<file path="src/rtl/axi_stream_master_tx.sv">
// AXI4-Stream transmit end: buffers 128-bit blocks from the core and
// serialises each one into four 32-bit beats on m00_axis.
module axi_stream_master_tx #(
    parameter int C_M_AXIS_TDATA_WIDTH = 32,
    parameter int BLOCK_WIDTH          = 128,
    parameter int FIFO_DEPTH           = 4
) (
    input  logic                                  m00_axis_aclk,
    input  logic                                  m00_axis_aresetn,
    input  logic                                  blk_valid,
    output logic                                  blk_ready,
    input  logic [BLOCK_WIDTH-1:0]                blk_data,
    input  logic                                  blk_last,
    output logic                                  m00_axis_tvalid,
    input  logic                                  m00_axis_tready,
    output logic [C_M_AXIS_TDATA_WIDTH-1:0]       m00_axis_tdata,
    output logic [C_M_AXIS_TDATA_WIDTH/8-1:0]     m00_axis_tstrb,
    output logic                                  m00_axis_tlast,
    output logic [$clog2(FIFO_DEPTH+1)-1:0]       fifo_count,
    output logic                                  busy
);

    localparam int DW = C_M_AXIS_TDATA_WIDTH;
    localparam int BW = BLOCK_WIDTH;
    localparam int AW = $clog2(FIFO_DEPTH);
    localparam int CW = $clog2(FIFO_DEPTH + 1);
    localparam int EW = BW + 1;
    localparam logic [CW-1:0] FULL = CW'(FIFO_DEPTH);

    typedef enum logic {
        IDLE,
        SEND
    } state_t;

    state_t         state;
    logic [EW-1:0]  mem [FIFO_DEPTH];
    logic [AW-1:0]  wr_ptr;
    logic [AW-1:0]  rd_ptr;
    logic [EW-1:0]  head;
    logic [BW-1:0]  sreg;
    logic           slast;
    logic [1:0]     wcnt;
    logic           push;
    logic           pop;
    logic           hs;
    logic           empty;

    assign empty          = (fifo_count == '0);
    assign blk_ready      = (fifo_count != FULL);
    assign push           = blk_valid && blk_ready;
    assign hs             = m00_axis_tvalid && m00_axis_tready;
    assign head           = mem[rd_ptr];
    assign m00_axis_tstrb = '1;
    assign busy           = !empty || (state == SEND);

    // Refill straight from the FIFO on the last beat so back-to-back
    // blocks stream without a bubble.
    assign pop = !empty && ((state == IDLE) || (hs && wcnt == 2'd3));

    always_ff @(posedge m00_axis_aclk) begin
        if (push) begin
            mem[wr_ptr] <= {blk_last, blk_data};
        end
    end

    always_ff @(posedge m00_axis_aclk or negedge m00_axis_aresetn) begin
        if (!m00_axis_aresetn) begin
            wr_ptr     <= '0;
            rd_ptr     <= '0;
            fifo_count <= '0;
        end else begin
            if (push) begin
                wr_ptr <= wr_ptr + 1'b1;
            end
            if (pop) begin
                rd_ptr <= rd_ptr + 1'b1;
            end
            case ({push, pop})
                2'b10:   fifo_count <= fifo_count + CW'(1);
                2'b01:   fifo_count <= fifo_count - CW'(1);
                default: fifo_count <= fifo_count;
            endcase
        end
    end

    // sreg holds the words not yet presented, most significant first.
    always_ff @(posedge m00_axis_aclk or negedge m00_axis_aresetn) begin
        if (!m00_axis_aresetn) begin
            state           <= IDLE;
            m00_axis_tvalid <= 1'b0;
            m00_axis_tlast  <= 1'b0;
            m00_axis_tdata  <= '0;
            sreg            <= '0;
            slast           <= 1'b0;
            wcnt            <= '0;
        end else if (pop) begin
            state           <= SEND;
            m00_axis_tvalid <= 1'b1;
            m00_axis_tlast  <= 1'b0;
            m00_axis_tdata  <= head[BW-1 -: DW];
            sreg            <= {head[BW-DW-1:0], {DW{1'b0}}};
            slast           <= head[BW];
            wcnt            <= '0;
        end else if (hs) begin
            if (wcnt == 2'd3) begin
                state           <= IDLE;
                m00_axis_tvalid <= 1'b0;
                m00_axis_tlast  <= 1'b0;
            end else begin
                wcnt           <= wcnt + 2'd1;
                m00_axis_tdata <= sreg[BW-1 -: DW];
                sreg           <= {sreg[BW-DW-1:0], {DW{1'b0}}};
                m00_axis_tlast <= (wcnt == 2'd2) && slast;
            end
        end
    end

endmodule

</file>
<file path="config.mk">
export PLATFORM = sky130hd
export DESIGN_NAME = axi_stream_master_tx
export DESIGN_NICKNAME = d
export VERILOG_FILES = /design/src/rtl/axi_stream_master_tx.sv
export SDC_FILE = /design/constraint.sdc
export NUM_CORES = 1
export LEC_CHECK = 0
export ABC_CLOCK_PERIOD_IN_PS = 12400
export BUFFER_PORTS_ARGS = -buffer_cell sky130_fd_sc_hd__buf_2
export CAP_MARGIN = 30
export CELL_PAD_IN_SITES_DETAIL_PLACEMENT = 0
export CELL_PAD_IN_SITES_GLOBAL_PLACEMENT = 2
export CORE_ASPECT_RATIO = 1.5
export CORE_MARGIN = 1
export CORE_UTILIZATION = 53
export CTS_BUF_LIST = sky130_fd_sc_hd__clkbuf_8
export CTS_CLUSTER_DIAMETER = 80
export DETAILED_ROUTE_END_ITERATION = 6
export PLACE_DENSITY_LB_ADDON = 0.1
export SLEW_MARGIN = 0
export SYNTH_ARGS = -nofsm -noshare
export SYNTH_HDL_FRONTEND = slang
export SYNTH_SLANG_ARGS = --single-unit
</file>
<file path="constraint.sdc">
create_clock -name m00_axis_aclk -period 12.4 [get_ports m00_axis_aclk]
set_input_delay 0 -clock m00_axis_aclk [delete_from_list [all_inputs] [get_ports m00_axis_aclk]]
set_output_delay 0 -clock m00_axis_aclk [all_outputs]
set_load 0.05 [all_outputs]
</file>
==> results.toml, run 1 <==
[timing]
slew_violations = 0
rsz0062_at_grt = "no"
hold_violations = 0
fmax_mhz = 312
tightest_slew_ns = 0.959
worst_hold_slack_ns = 0.0970
setup_slack_ns = 9.20
timing.final.crit_share_pct = 25.8
setup_violations = 0
tns_ns = 0
skew_ns = 0.0231
period_minus_slack_ns = 3.20
relSlewSlack_pct = 36.0

[cells_and_area]
fin_nets = 1631
syn_to_final_growth_pct = 18.9
drive_above_1_share_pct = 31.0
fin_cells = 2163
post-route-cell-area_um2 = 29400

[routing]
via_count = 12800
drcViolationCount = 0
highest_layer = "met5"
routed_wl_um = 54900
route.met2.wl_um = 28100
wl_per_cell_um = 25.4
drtAntennaViolNets = 0
wl_met1_um = 22700
met3_wirelength_um = 3310
drt_iter0_markers = 871
via_per_inst = 5.92
drtPass1Iterations = 5

[place]
dpl.hpwl_um = 29800
pre_cts_ws_ns = 8.79
io_buffers = 171
place_inst = 1846
placed_cell_area_um2 = 26200
gp_congestion = 0.722

[synthesis]
synthTopCellsByCount = "edfxtp_1, dfrtp_1, mux4_2, and3_1, a221o_1"
synthXorXnorAreaFrac_pct = 0.213
synth-async-reset-ratio_pct = 21.3
ys_top_cells_by_area = "edfxtp_1, dfrtp_1, mux4_2"
netlist_area_um2 = 24700
syn_inst = 1140
ys_seq_area_share_pct = 76.8
synth-seq-cells = 656
yosysWarnings = 0
synth-compound-area-share_pct = 5.21
syn_avg_cell_area_um2 = 21.7
synthFlopType = "edfxtp_1"
ys_types = 35
synth-simple-area-share_pct = 2.25
synth_top_area_cell = "edfxtp_1"
synth_top_area_share_pct = 62.7
synth.most_common_cell = "edfxtp_1"
synth_top_family_by_area = "multiplexers"
synthMuxAreaShare_pct = 13.0
synth_edf_count = 516
synthAdderAreaFrac_pct = 0.435

[setup_path]
critPathArrivalTime_ns = 3.72
start_kind = "register"
cp_max_fo = 38
worstPathRequired_ns = 12.92
worstSetupEndpointType = "register"
critical_path_class = "reg2reg"
crit_buf_inv = 3
path_cells = "buf_4, buf_16, buf_4, mux4_2, and3_1, a221o_1"
slowest_stage = "dfrtp_4"
crit_start = "rd_ptr[0]"
crit_family = "buffers and inverters"
slowest_delay_ns = 0.72
cp_common_cell = "buf_4"
r2r_start = "rd_ptr[0]"

[die]
fp.coreArea_um2 = 45900
die_area_um2 = 47500
die_w_um = 178
start_util_pct = 53.9
io_pins = 176
fp.dieH_um = 267
fp-row-count = 96

[grt]
track_usage_pct = 24.1
grt_pass1_vias = 13700
grt-ovfl-total = 0
grt_pass1_wl_um = 83000
antenna_found_initial = 3
grt_max_degree = 76

[outcome]
status = "completed"

[clocking]
post_cts_resized = 0
path_clk_slew_ns = 0.07
numCtsBuffers = 95
cts.root.buffer_cell = "clkbuf_8"
htree_num_levels = 3
clock_latency_ns = 0.65
cts.sinks = 656
cts_buffer_depth = 3
cts_tree = "done"

[pwr]
vdd_drop_max_mv = 0.134
seqPwrFrac_pct = 48.2
pwr-share-clk_pct = 24.5
switching_share_pct = 31.0
p_leak_nw = 11.1
p_int_mw = 4.59
power.density_nw_per_um2 = 226
power_switching_mw = 2.06
p_comb_share_pct = 27.4

[worst_hold_path]
min_path_type = "in2reg"
hold_start = "blk_data[12]"

[run]
cap_violations = 0
==> metrics by stage <==
step                power, mW  utilization [%]
floorplan                4.55                -
global placement         5.00             56.8
detailed placement       5.05             57.0
CTS                      6.72             64.0
global route             6.95             64.1
finish                   6.65             64.1
==> layer usage <==
layer | up-vias | GRT usage, %
met1 | 6771 | 32.5
li1 | 5544 | -
met4 | 2 | 6.50
met2 | 432 | 40.3
met5 | - | 0
met3 | 63 | 4.52
==> kinds of logic after synthesis <==
group                      after synthesis
AOI/OAI and AO/OA                      134
adders and majority gates                8
and+or+nand+nor                         90
muxes                                  156
buffers and inverters                   89
other                                    1
xor gates and xnor gates                 6
DFF                                    656
==> worst paths after layout <==
| check | to | slack [ns] | cells past startpoint |
|---|---|---|---|
| min in group asynchronous | m00_axis_tdata[15] | 0.48 | 4 |
| min | mem[3][12] | 0.1 | 2 |
| max reg2reg | sreg[70] | 9.20 | 6 |
| max | sreg[70] | 9.20 | 6 |
| min reg2reg | sreg[51] | 0.51 | 1 |
| max in group asynchronous | rd_ptr[1] | 11.19 | 5 |
==> power groups by stage <==
stage	registers [mW]	logic [mW]	clock network, mW
floorplan	3.32	1.23	0
global placement	3.22	1.78	0
detailed placement	3.24	1.81	0
CTS	3.20	1.85	1.67
global route	3.25	1.95	1.76
finish	3.20	1.82	1.63
==> flip-flops by register name, indices dropped and copies added, names as in the netlist <==
signal and cells:
sreg 96, wcnt 2, state 1, mem 516
m00_axis_tlast 1, fifo_count 3, slast 1, wr_ptr 2
rd_ptr 2, m00_axis_tdata 32
==> what timing repair did <==
action	in CTS	in global routing
hold endpoints to repair	687	0
buffers inserted	0	0
hold buffers	134	0
==> area by class of cell <==
type	instances	area, µm²
Sequential cell	656	19000
Inverter	8	30.0
Clock buffer	109	1500
Multi-Input combinational cell	398	5280
Clock inverter	71	338
Timing Repair Buffer	331	2500
Fill cell	3262	16500
Antenna cell	2	5.00
Tap cell	588	736
==> placed cells by master (no fill, tap or decap), types with 7 or more instances in the layout <==
cell / n
clkbuf_8: 109
dlygate4sd3_1: 133
and3_1: 73
inv_1: 60
ha_1: 7
mux2_2: 27
mux4_2: 129
clkinv_1: 8
a221o_1: 73
dfrtp_1: 138
a22o_1: 33
o32a_1: 23
buf_2: 170
edfxtp_1: 516
buf_4: 22
Note: power is estimated with default switching activity, not from simulation.
==> run 2, diff against run 1 <==
--- a/config.mk
+++ b/config.mk
@@ -5,14 +5,14 @@
 export SDC_FILE = /design/constraint.sdc
 export NUM_CORES = 1
 export LEC_CHECK = 0
-export ABC_CLOCK_PERIOD_IN_PS = 12400
+export ABC_CLOCK_PERIOD_IN_PS = 3050
 export BUFFER_PORTS_ARGS = -buffer_cell sky130_fd_sc_hd__buf_2
 export CAP_MARGIN = 30
 export CELL_PAD_IN_SITES_DETAIL_PLACEMENT = 0
 export CELL_PAD_IN_SITES_GLOBAL_PLACEMENT = 2
 export CORE_ASPECT_RATIO = 1.5
 export CORE_MARGIN = 1
-export CORE_UTILIZATION = 53
+export CORE_UTILIZATION = 49
 export CTS_BUF_LIST = sky130_fd_sc_hd__clkbuf_8
 export CTS_CLUSTER_DIAMETER = 80
 export DETAILED_ROUTE_END_ITERATION = 6
==> constraint.sdc (replaced) <==
create_clock -name m00_axis_aclk -period 3.05 [get_ports m00_axis_aclk]
set_input_delay 0 -clock m00_axis_aclk [delete_from_list [all_inputs] [get_ports m00_axis_aclk]]
set_output_delay 0 -clock m00_axis_aclk [all_outputs]
set_load 0.05 [all_outputs]
==> run 2 against run 1 <==
  * Sequential share of layout area shrank 0.90 points
  * Clock-buffer cell count grew 2
  * Total power grew to 4.1 times the previous value
  * Core utilization shrank 4.0 points
  * Cell area grew 1.4%
  * Routed wire length grew 1.0%
  * Sequential cell count is the same
  * Global-route usage shrank 1.6 points
  * Critical endpoint is now fifo_count[1]
  * Largest power group unchanged
==> results.toml, run 2 (synthesis results as in run 1) <==
[grt]
track_usage_pct = 22.5
grt_max_degree = 76
grt-ovfl-total = 0
grt_pass1_vias = 13700
antenna_found_initial = 3
grt_pass1_wl_um = 83900

[setup_path]
critical_path_class = "reg2reg"
r2r-end = "fifo_count[1]"
worstSetupEndpointType = "register"
r2r_setup_slack_ns = 0.76
r2r_start = "fifo_count[1]"
critPathArrivalTime_ns = 2.84
timing.reg2reg.worst_path_depth = 6
cp_max_fo = 7
start_kind = "register"
worstPathRequired_ns = 3.60

[clocking]
cts.root.buffer_cell = "clkbuf_8"
numCtsBuffers = 97
cts.sinks = 656
clock_latency_ns = 0.69
cts_buffer_depth = 3
ctsHoldBuffers = 135
cts_tree = "done"
cts_setup_buffers = 0
htree_num_levels = 3
path_clk_slew_ns = 0.07
post_cts_resized = 0

[timing]
period_minus_slack_ns = 2.29
tns_ns = 0
skew_ns = 0.0202
slew_violations = 0
setup_violations = 0
hold_violations = 0
rsz0062_at_grt = "no"
relSlewSlack_pct = 49.4
setup_slack_ns = 0.761
tightest_slew_ns = 0.759
worst_hold_slack_ns = 0.0636
timing.final.crit_share_pct = 75.0
fmax_mhz = 437

[cells_and_area]
regMostFlops = "mem"
largest_reg_flops = 516
fin_nets = 1642
top_regs = "mem: 516 flops, sreg: 96 flops, m00_axis_tdata: 32 flops"
syn_to_final_growth_pct = 20.5
final_common_cell = "edfxtp_1"
most-common-layout-cells = "edfxtp_1, buf_2, dfrtp_1"
fin_cells = 2250
drive_above_1_share_pct = 32.2

[place]
pre_cts_ws_ns = 0.732
gp_congestion = 0.692
dpl.hpwl_um = 30500
io_buffers = 171
place_inst = 1930

[routing]
drtPass1Iterations = 5
via_per_inst = 5.75
wl_per_cell_um = 24.7
drcViolationCount = 0
drtAntennaViolNets = 0
via_count = 12900
drt_iter0_markers = 814
routed_wl_um = 55500

[outcome]
status = "completed"

[worst_hold_path]
min_path_type = "in2reg"
holdPathStages = 2
hold_start = "blk_data[37]"
whs_endpoint = "mem[0][37]"

[die]
start_util_pct = 49.8
fp-row-count = 100
die_area_um2 = 51400
fp.coreArea_um2 = 49700
io_pins = 176
die_w_um = 185
fp.dieH_um = 277

[pwr]
power.density_nw_per_um2 = 920
p_leak_nw = 11.2
vdd_drop_max_mv = 0.701

[run]
cap_violations = 0
run 2: changes by cell type in the layout (fill, tap and decap cells not counted), sizes merged:
cell and change:
clkbuf +2, dlygate4sd3 +1, diode -1, clkinv +19, buf +8, inv -17
run 2: worst max-delay path by stage:
| stage | startpoint | endpoint | slack, ns | cells past startpoint |
|---|---|---|---|---|
| 5_1_grt | fifo_count[1] | fifo_count[2] | 0.66 | 8 |
| 6_report | fifo_count[1] | fifo_count[1] | 0.76 | 6 |
| 3_3_place_gp | rd_ptr[0] | sreg[70] | 0.77 | 4 |
| 4_1_cts | fifo_count[1] | fifo_count[1] | 0.73 | 6 |
| 2_1_floorplan | fifo_count[0] | mem[0][0] | -0.38 | 2 |
| 3_5_place_dp | rd_ptr[0] | sreg[70] | 0.73 | 4 |
run 2: final cells by class:
cell class                 count  area (µm²)
fill                        3768       19900
sequential                   656       19000
multi-input combinational    398        5280
timing repair buffer         340        2750
clock buffer                 111        1530
tap                          663         830
clock inverter                73         382
inverter                       8        30.0
antenna                        1        2.50
run 2: layer usage:
| layer | vias to the layer above | global-route usage [%] | routed length [µm] |
|---|---|---|---|
| met1 | 6926 | 30.7 | 23700 |
| li1 | 5563 | - | - |
| met4 | 2 | 7.50 | 1030 |
| met3 | 71 | 3.58 | 2810 |
| met5 | - | 0 | 11 |
| met2 | 381 | 36.8 | 27900 |
run 2: where the power goes:
| group | total, mW | switching [mW] | internal, mW |
|---|---|---|---|
| combinational | 7.65 | 4.17 | 3.48 |
| sequential | 12.9 | 1.02 | 11.9 |
| clock | 6.83 | 3.31 | 3.52 |
| total | 27.4 | 8.50 | 18.9 |
run 2: worst max-delay path, stage by stage, from the launching register on:
cell     delay (ns)
dfrtp_1        0.47
or3b_1         0.50
and2_1         0.25
inv_1          0.07
ha_1           0.20
fa_1           0.42
mux2_2         0.27
run 2: per-stage QoR:
stage / utilization [%] / instance area, µm² / total power [mW]
floorplan: - / 24700 / 18.4
global placement: 53.4 / 26500 / 20.7
detailed placement: 53.4 / 26500 / 20.8
CTS: 60.0 / 29800 / 27.8
global route: 60.0 / 29800 / 28.7
finish: 60.0 / 29800 / 27.4
